## config.mk

```make
export PLATFORM = sky130hd
export DESIGN_NAME = block_stamp
export DESIGN_NICKNAME = d
export VERILOG_FILES = /design/src/rtl/block_stamp.sv
export SDC_FILE = /design/constraint.sdc
export NUM_CORES = 1
export LEC_CHECK = 0
export ABC_CLOCK_PERIOD_IN_PS = 2500
export CAP_MARGIN = 10
export CORE_UTILIZATION = 41
export DETAILED_ROUTE_END_ITERATION = 8
export PLACE_DENSITY = 0.8
export SLEW_MARGIN = 20
export SYNTH_ARGS = -nofsm -noshare
export SYNTH_HDL_FRONTEND = slang
export SYNTH_SLANG_ARGS = --single-unit
```

## constraint.sdc

```tcl
create_clock -name clk -period 2.5 [get_ports clk]
set_input_delay 0.5 -clock clk [delete_from_list [all_inputs] [get_ports clk]]
set_output_delay 0.5 -clock clk [all_outputs]
set_load 0.02 [all_outputs]
```

## src/rtl/block_stamp.sv

```systemverilog
// ============================================================================
// Module      : block_stamp
// Description : Stamps a 3x3 block bitmap into the board row RAM at (pos_x,
//               pos_y) by read-modify-write, one board row at a time. Reports
//               whether any stamped cell was already occupied.
//               Optional build macro BLOCK_STAMP_CLEAR_EN enables an erase
//               operation selected by op_clear.
// Revision    : 1.0 - initial release
// ----------------------------------------------------------------------------
// Ports
//   clk      in   system clock, rising edge
//   reset    in   synchronous, active-high
//   start    in   stamp request, accepted only while idle
//   op_clear in   1 = erase block cells (BLOCK_STAMP_CLEAR_EN builds only)
//   block    in   [0:8] bitmap, bit r*3+c = block row r, column c
//   pos_x    in   board column of block column 0
//   pos_y    in   board row of block row 0
//   rd_addr  out  row RAM read address
//   rd_data  in   row RAM read data, valid one cycle after rd_addr
//   wr_en    out  row RAM write strobe
//   wr_addr  out  row RAM write address
//   wr_data  out  row RAM write data
//   busy     out  high from the cycle after accept through the done cycle
//   done     out  one-cycle completion pulse
//   collide  out  overlap flag, valid with done, held until next accept
// ============================================================================
`default_nettype none

module block_stamp #(
    parameter int BOARD_W = 10,
    parameter int BOARD_H = 10
) (
    input  logic               clk,
    input  logic               reset,
    input  logic               start,
    input  logic               op_clear,
    input  logic [0:8]         block,
    input  logic [3:0]         pos_x,
    input  logic [3:0]         pos_y,
    output logic [3:0]         rd_addr,
    input  logic [0:BOARD_W-1] rd_data,
    output logic               wr_en,
    output logic [3:0]         wr_addr,
    output logic [0:BOARD_W-1] wr_data,
    output logic               busy,
    output logic               done,
    output logic               collide
);

    typedef enum logic [1:0] {
        S_IDLE = 2'd0,
        S_RD   = 2'd1,
        S_WR   = 2'd2,
        S_DONE = 2'd3
    } state_t;

    state_t state, state_nx;

    logic [0:8]         blk;
    logic [3:0]         px;
    logic [3:0]         py;
    logic [1:0]         row;
    logic               acc;
    logic               collide_q;

    logic [4:0]         row_addr;
    logic               row_ok;
    logic [0:2]         row_bits;
    logic [0:BOARD_W+1] ext;
    logic [0:BOARD_W+1] shifted;
    logic [0:BOARD_W-1] mask;
    logic               is_clear;
    logic               hit;

`ifdef BLOCK_STAMP_CLEAR_EN
    logic op;

    always_ff @(posedge clk) begin
        if (reset) begin
            op <= 1'b0;
        end else if (state == S_IDLE && start) begin
            op <= op_clear;
        end
    end

    assign is_clear = op;
`else
    logic unused_op_clear;

    assign unused_op_clear = op_clear;
    assign is_clear        = 1'b0;
`endif

    // Board row being processed, 5 bits so rows past the bottom edge are
    // detected rather than wrapping back onto the board.
    assign row_addr = {1'b0, py} + {3'b000, row};
    assign row_ok   = (row_addr < 5'(BOARD_H));

    always_comb begin
        row_bits = blk[6:8];
        case (row)
            2'd0:    row_bits = blk[0:2];
            2'd1:    row_bits = blk[3:5];
            default: row_bits = blk[6:8];
        endcase
    end

    // With [0:N] ordering a right shift moves bits toward higher column
    // indices; block cells landing on columns >= BOARD_W fall into the two
    // spare bits or off the end and are dropped, so nothing wraps.
    assign ext     = {row_bits, {(BOARD_W - 1){1'b0}}};
    assign shifted = ext >> px;
    assign mask    = shifted[0:BOARD_W-1];

    // Stamping collides on an already-set cell; erasing collides on an
    // already-clear one.
    assign hit = is_clear ? |(~rd_data & mask) : |(rd_data & mask);

    always_comb begin
        rd_addr = 4'd0;
        wr_addr = 4'd0;
        wr_data = '0;
        wr_en   = 1'b0;
        if (state == S_RD && row_ok) begin
            rd_addr = row_addr[3:0];
        end
        if (state == S_WR) begin
            wr_data = is_clear ? (rd_data & ~mask) : (rd_data | mask);
            wr_en   = row_ok && (|mask);
            if (row_ok) begin
                wr_addr = row_addr[3:0];
            end
        end
    end

    always_comb begin
        state_nx = state;
        case (state)
            S_IDLE:  if (start) state_nx = S_RD;
            S_RD:    state_nx = S_WR;
            S_WR:    state_nx = (row == 2'd2) ? S_DONE : S_RD;
            default: state_nx = S_IDLE;
        endcase
    end

    always_ff @(posedge clk) begin
        if (reset) begin
            state     <= S_IDLE;
            blk       <= '0;
            px        <= 4'd0;
            py        <= 4'd0;
            row       <= 2'd0;
            acc       <= 1'b0;
            collide_q <= 1'b0;
        end else begin
            state <= state_nx;
            if (state == S_IDLE && start) begin
                blk       <= block;
                px        <= pos_x;
                py        <= pos_y;
                row       <= 2'd0;
                acc       <= 1'b0;
                collide_q <= 1'b0;
            end else if (state == S_WR) begin
                acc <= acc | (wr_en & hit);
                if (row == 2'd2) begin
                    collide_q <= acc | (wr_en & hit);
                end else begin
                    row <= row + 2'd1;
                end
            end
        end
    end

    assign busy    = (state != S_IDLE);
    assign done    = (state == S_DONE);
    assign collide = collide_q;

endmodule

`default_nettype wire

```

# Word-level counts from Yosys, hierarchy flattened

Index checks and enable logic that the tools add are counted.

Output and inout port bits: 22
Input port bits: 31
Logic and storage cells: 42
Bits in registers: 23

Bitwise operators: 5
Muxes and demuxes: 9
Shift-type cells: 1
Add/sub/neg operators: 2
Equal/unequal tests: 6
$lt $le $gt $ge: 1
Reduce and logical (&&, ||, !) cells: 11

Operators by type and width:

| kind                                                                          | number |
|---|---|
| 10-bit OR reduction                                                           | 2 |
| 4-bit 2-to-1 mux                                                              | 3 |
| 12-bit by 4-bit >> shifter with 12-bit output                                 | 1 |
| 10-bit AND                                                                    | 1 |
| 10-bit 2-to-1 mux                                                             | 1 |
| 10-bit OR                                                                     | 1 |
| 2-bit equality test (second input constant)                                   | 3 |
| 2-bit one-hot mux with 3 select lines                                         | 1 |
| 3-bit one-hot mux with 2 select lines                                         | 1 |
| 4-bit by 2-bit adder with 5-bit output                                        | 1 |
| 5-bit by 4-bit less-than comparator with 1-bit output (second input constant) | 1 |
| 2-bit by 1-bit equality test with 1-bit output (second input constant)        | 2 |
| 2-bit zero test                                                               | 2 |
| 2-bit 2-to-1 mux                                                              | 2 |
| 2-bit AND reduction                                                           | 2 |
| 1-bit logical AND                                                             | 3 |
| 2-bit by 1-bit adder with 2-bit output (second input constant)                | 1 |
| 2-bit inequality test (second input constant)                                 | 1 |
| 2-bit nonzero test                                                            | 1 |
| 2-bit OR reduction                                                            | 1 |
| 1-bit AND                                                                     | 1 |
| 1-bit 2-to-1 mux                                                              | 1 |
| 1-bit inverter                                                                | 1 |
| 1-bit OR                                                                      | 1 |

# Longest topological paths before layout

Depth after elaboration: 8
Depth in mapped cells: 11
Depth with buffers taken out: 10

# Worst setup path after synthesis

Ideal clock, no wire load.

Kind: flip-flop to output port
Start point: register row[0]
End point: output port wr_addr[2]
Path slack: -0.068 ns
Data arrival time: 2.068 ns
Stages on the path, launching flop included: 8
Path buffers: 0
Required time: 2.000 ns
Cells stage by stage: dfxtp_1 ha_1 fa_1 nand2b_1 and3_1 o22ai_1 and2_1 nor2b_1

Cells in the longest elaborated chain, start to end: 4

RTL lines:

| what                                                  | line | text |
|---|---|---|
| from (decl)                                           | 62   | `logic [1:0] row;` |
| from (signal assigned)                                | 169  | `row <= row + 2'd1;` |
| 4-bit by 2-bit adder with 5-bit output *              | 96   | `assign row_addr = {1'b0, py} + {3'b000, row};` |
| 5-bit by 4-bit less-than comparator with 1-bit output | 97   | `assign row_ok = (row_addr < 5'(BOARD_H));` |
| 4-bit 2-to-1 mux *                                    | 130  | `if (row_ok) begin` |
| 4-bit 2-to-1 mux *                                    | 127  | `if (state == S_WR) begin` |
| to (decl)                                             | 43   | `output logic [3:0] wr_addr,` |

Every way passes the cells marked *; elsewhere a longest branch is shown, timed or not.

# Worst setup path after layout

Start point: register row[1]
End point: output port wr_en

Cells in the longest elaborated chain, start to end: 6
Elaborated cells between the ends (all ways): 9
Those cells by class: 1 x add/sub; 1 x order compare; 1 x eq/ne; 1 x shift; 2 x mux; 3 x reduce/logical

RTL lines:

| what                                                                              | line | text |
|---|---|---|
| 2-bit by 1-bit equality test with 1-bit output or 2-bit zero test (tied branches) | 101  | `case (row)` |
| 3-bit one-hot mux with 2 select lines                                             | 101  |  |
| 12-bit by 4-bit >> shifter with 12-bit output                                     | 112  | `assign shifted = ext >> px;` |
| 10-bit OR reduction                                                               | 129  | `wr_en = row_ok && (\|mask);` |
| 1-bit logical AND *                                                               | 129  |  |
| 1-bit 2-to-1 mux *                                                                | 127  |  |
| to (decl)                                                                         | 42   | `output logic wr_en,` |

Marked as above.

==> metrics.txt <==
Via-to-Cell Ratio 5.45; WP data arrival 2.36 ns; Post-Route WL 4.98 mm; kind of critical path flop to primary output; syn_nets 255; number of diodes 0; Worst-path clk slew 0.09 ns; clk sinks 23; HP Class flop to flop; Post-synth ARST share 0%; ANT nets after route 0; #FFs+latches synth 23; max-slew violation count 0; Tmin final 2.86 ns; Most used DFF post-synth dfxtp_1; CTS max path bufs 2; status complete, but fails checks; placed wire-length estimate 3.07 mm; IO buf count 51; largest net degree at the start of global routing 21; CP Launch Type flop; Final Hold Fails 0; Starting Density 42.4%; max-cap viol count 0; nets 340; initial antenna violation count 0; CTS H-tree depth 1; CORE AREA 3660 sq um; cell row count 22; RSZ-0062 raised after global routing true; worst-skew pair later-pin latency 0.28 ns; Slew @ Worst Pin 0.535 ns; Synth top area share 29.6%; failing checks negative setup slack; Netlist cell types 42; final setup TNS -4.50 ns; largest cells by area after synthesis dfxtp_1, nand2_1, a21oi_1; synthesized cell area 1550 sq um; share of layout cells above drive strength 1 35.1%; final setup vio count 20; drt initial violations 147; die area 4040 sq um; cells after synthesis 218; PwrDens 362 nW/um^2; Final GP Congestion 0.852; CP Capture Type primary output; final worst slack -0.357 ns; Total GRT Usage 24.1%; hold_buf cts 0; leakage 1.09 nW; Worst EP required 2.00 ns; number of flops mapped to enable cells by yosys 0; Worst Path Max Fanout 6; Placed Area 2350 sq um; IO Pins 53; drt pass-1 iters 4; VDD IR max 0.363 mV; DRC 0; count leader, synth nand2_1; Final period util 114%; number of global-route vias before repair 1732; synth warn 0; height of the die 63.6 microns; Achievable Freq 350 MHz; area leader, netlist dfxtp_1; global-route wire length before repair 7.78 mm; register area share after synthesis 29.6%; most common library cells after synthesis nand2_1, a21oi_1, nor2_1; syn avg cell area 7.13 sq um; Routed wire per std cell 14.2 microns; Num CTS Buffers 3; clock skew 0.0104 ns; post-route cell area 2690 sq um; CTS tree done; die width 63.6 microns; Max-slew headroom 64.3%; DR vias 1906; clock root cell clkbuf_8; Area Overhead vs Synth 73.2%; total congestion overflow 0
[flip-flops by register name, indices dropped and copies added, names as in the netlist]
register  flops
row           2
py            4
collide       1
blk           9
acc           1
px            4
state         2
[critical path, stage by stage, from the launching register on]
cell,delay [ns]
dfxtp_2,0.37
inv_4,0.05
ha_4,0.19
a22oi_2,0.29
buf_4,0.18
buf_6,0.10
a21oi_4,0.05
a31oi_1,0.20
o221ai_1,0.14
o31a_2,0.36
buf_6,0.14
[routing by layer]
layer	up-vias	global-route usage [%]	share of wire (%)
met2	64	40.0	50
met1	904	30.7	43
met3	9	3.44	5.1
met4	0	10.5	2.4
met5	-	0	0
li1	929	-	-
[cells in the final DEF (no fill, tap or decap), types with 3 or more instances in the layout]
cell type        Yosys  final
o21ai_1              2      3
clkbuf_8             0      3
nand2_4              0      3
a21oi_2              0      6
and3_1               6      6
buf_6                0     14
a22oi_2              1      4
nand2b_1             5      5
clkdlybuf4s50_1      0     32
nand2_1             45     42
buf_4                0     42
nor2_1              28     27
a21oi_1             30     22
dfxtp_1             23     21
or3b_4               0      3
nand3_1              5      4
inv_1                6      4
a31oi_1              6      5
nor2b_1              5      3
[worst paths after layout]
kind         startpoint       to  slack, ns  depth (start not counted)
max              row[1]    wr_en      -0.36                         10
max reg2reg      row[1]  collide      -0.04                         14
min              blk[7]   blk[7]       0.46                          2
min reg2reg      blk[7]   blk[7]       0.46                          2
[metrics by stage]
stage	instances	util, %	hold slack [ns]	setup slack, ns	total power, mW
after floorplan	218	-	0.431	0.000768	0.545
after global placement	337	64.1	0.442	-0.495	0.679
after detailed placement	337	64.1	0.451	-0.573	0.682
after CTS	346	69.8	0.462	-0.220	0.935
after global routing	350	73.5	0.478	-0.422	1.02
final	350	73.5	0.462	-0.357	0.974
[power by group]
part           switching, mW  internal (mW)  leakage (nW)
logic                  0.158          0.166         0.875
registers             0.0238          0.385         0.190
clock network          0.126          0.114        0.0228
total                  0.308          0.666          1.09
[layout make-up]
| type | instances | area [sq um] |
|---|---|---|
| Multi-Input combinational cell | 178 | 1250 |
| Fill cell | 282 | 970 |
| Timing Repair Buffer | 91 | 838 |
| Sequential cell | 23 | 465 |
| Tap cell | 48 | 60.1 |
| Clock buffer | 4 | 45.0 |
| Inverter | 6 | 27.5 |
[kinds of logic after synthesis]
group | after synthesis | share of synthesized area [%]
AOI/OAI and AO/OA | 64 | 28.3
xor gates and xnor gates | 3 | 1.69
adders and majority gates | 6 | 5.31
buffers and inverters | 17 | 4.19
DFF | 23 | 29.6
muxes | 2 | 1.29
and+or+nand+nor | 103 | 29.6
[what timing repair did]
item	4_1_cts	5_1_grt
setup buffers	5	5
resized for setup	135	27
pin swaps	14	21
setup endpoints to repair	21	21
No activity file was read; power rests on OpenSTA's default activity.
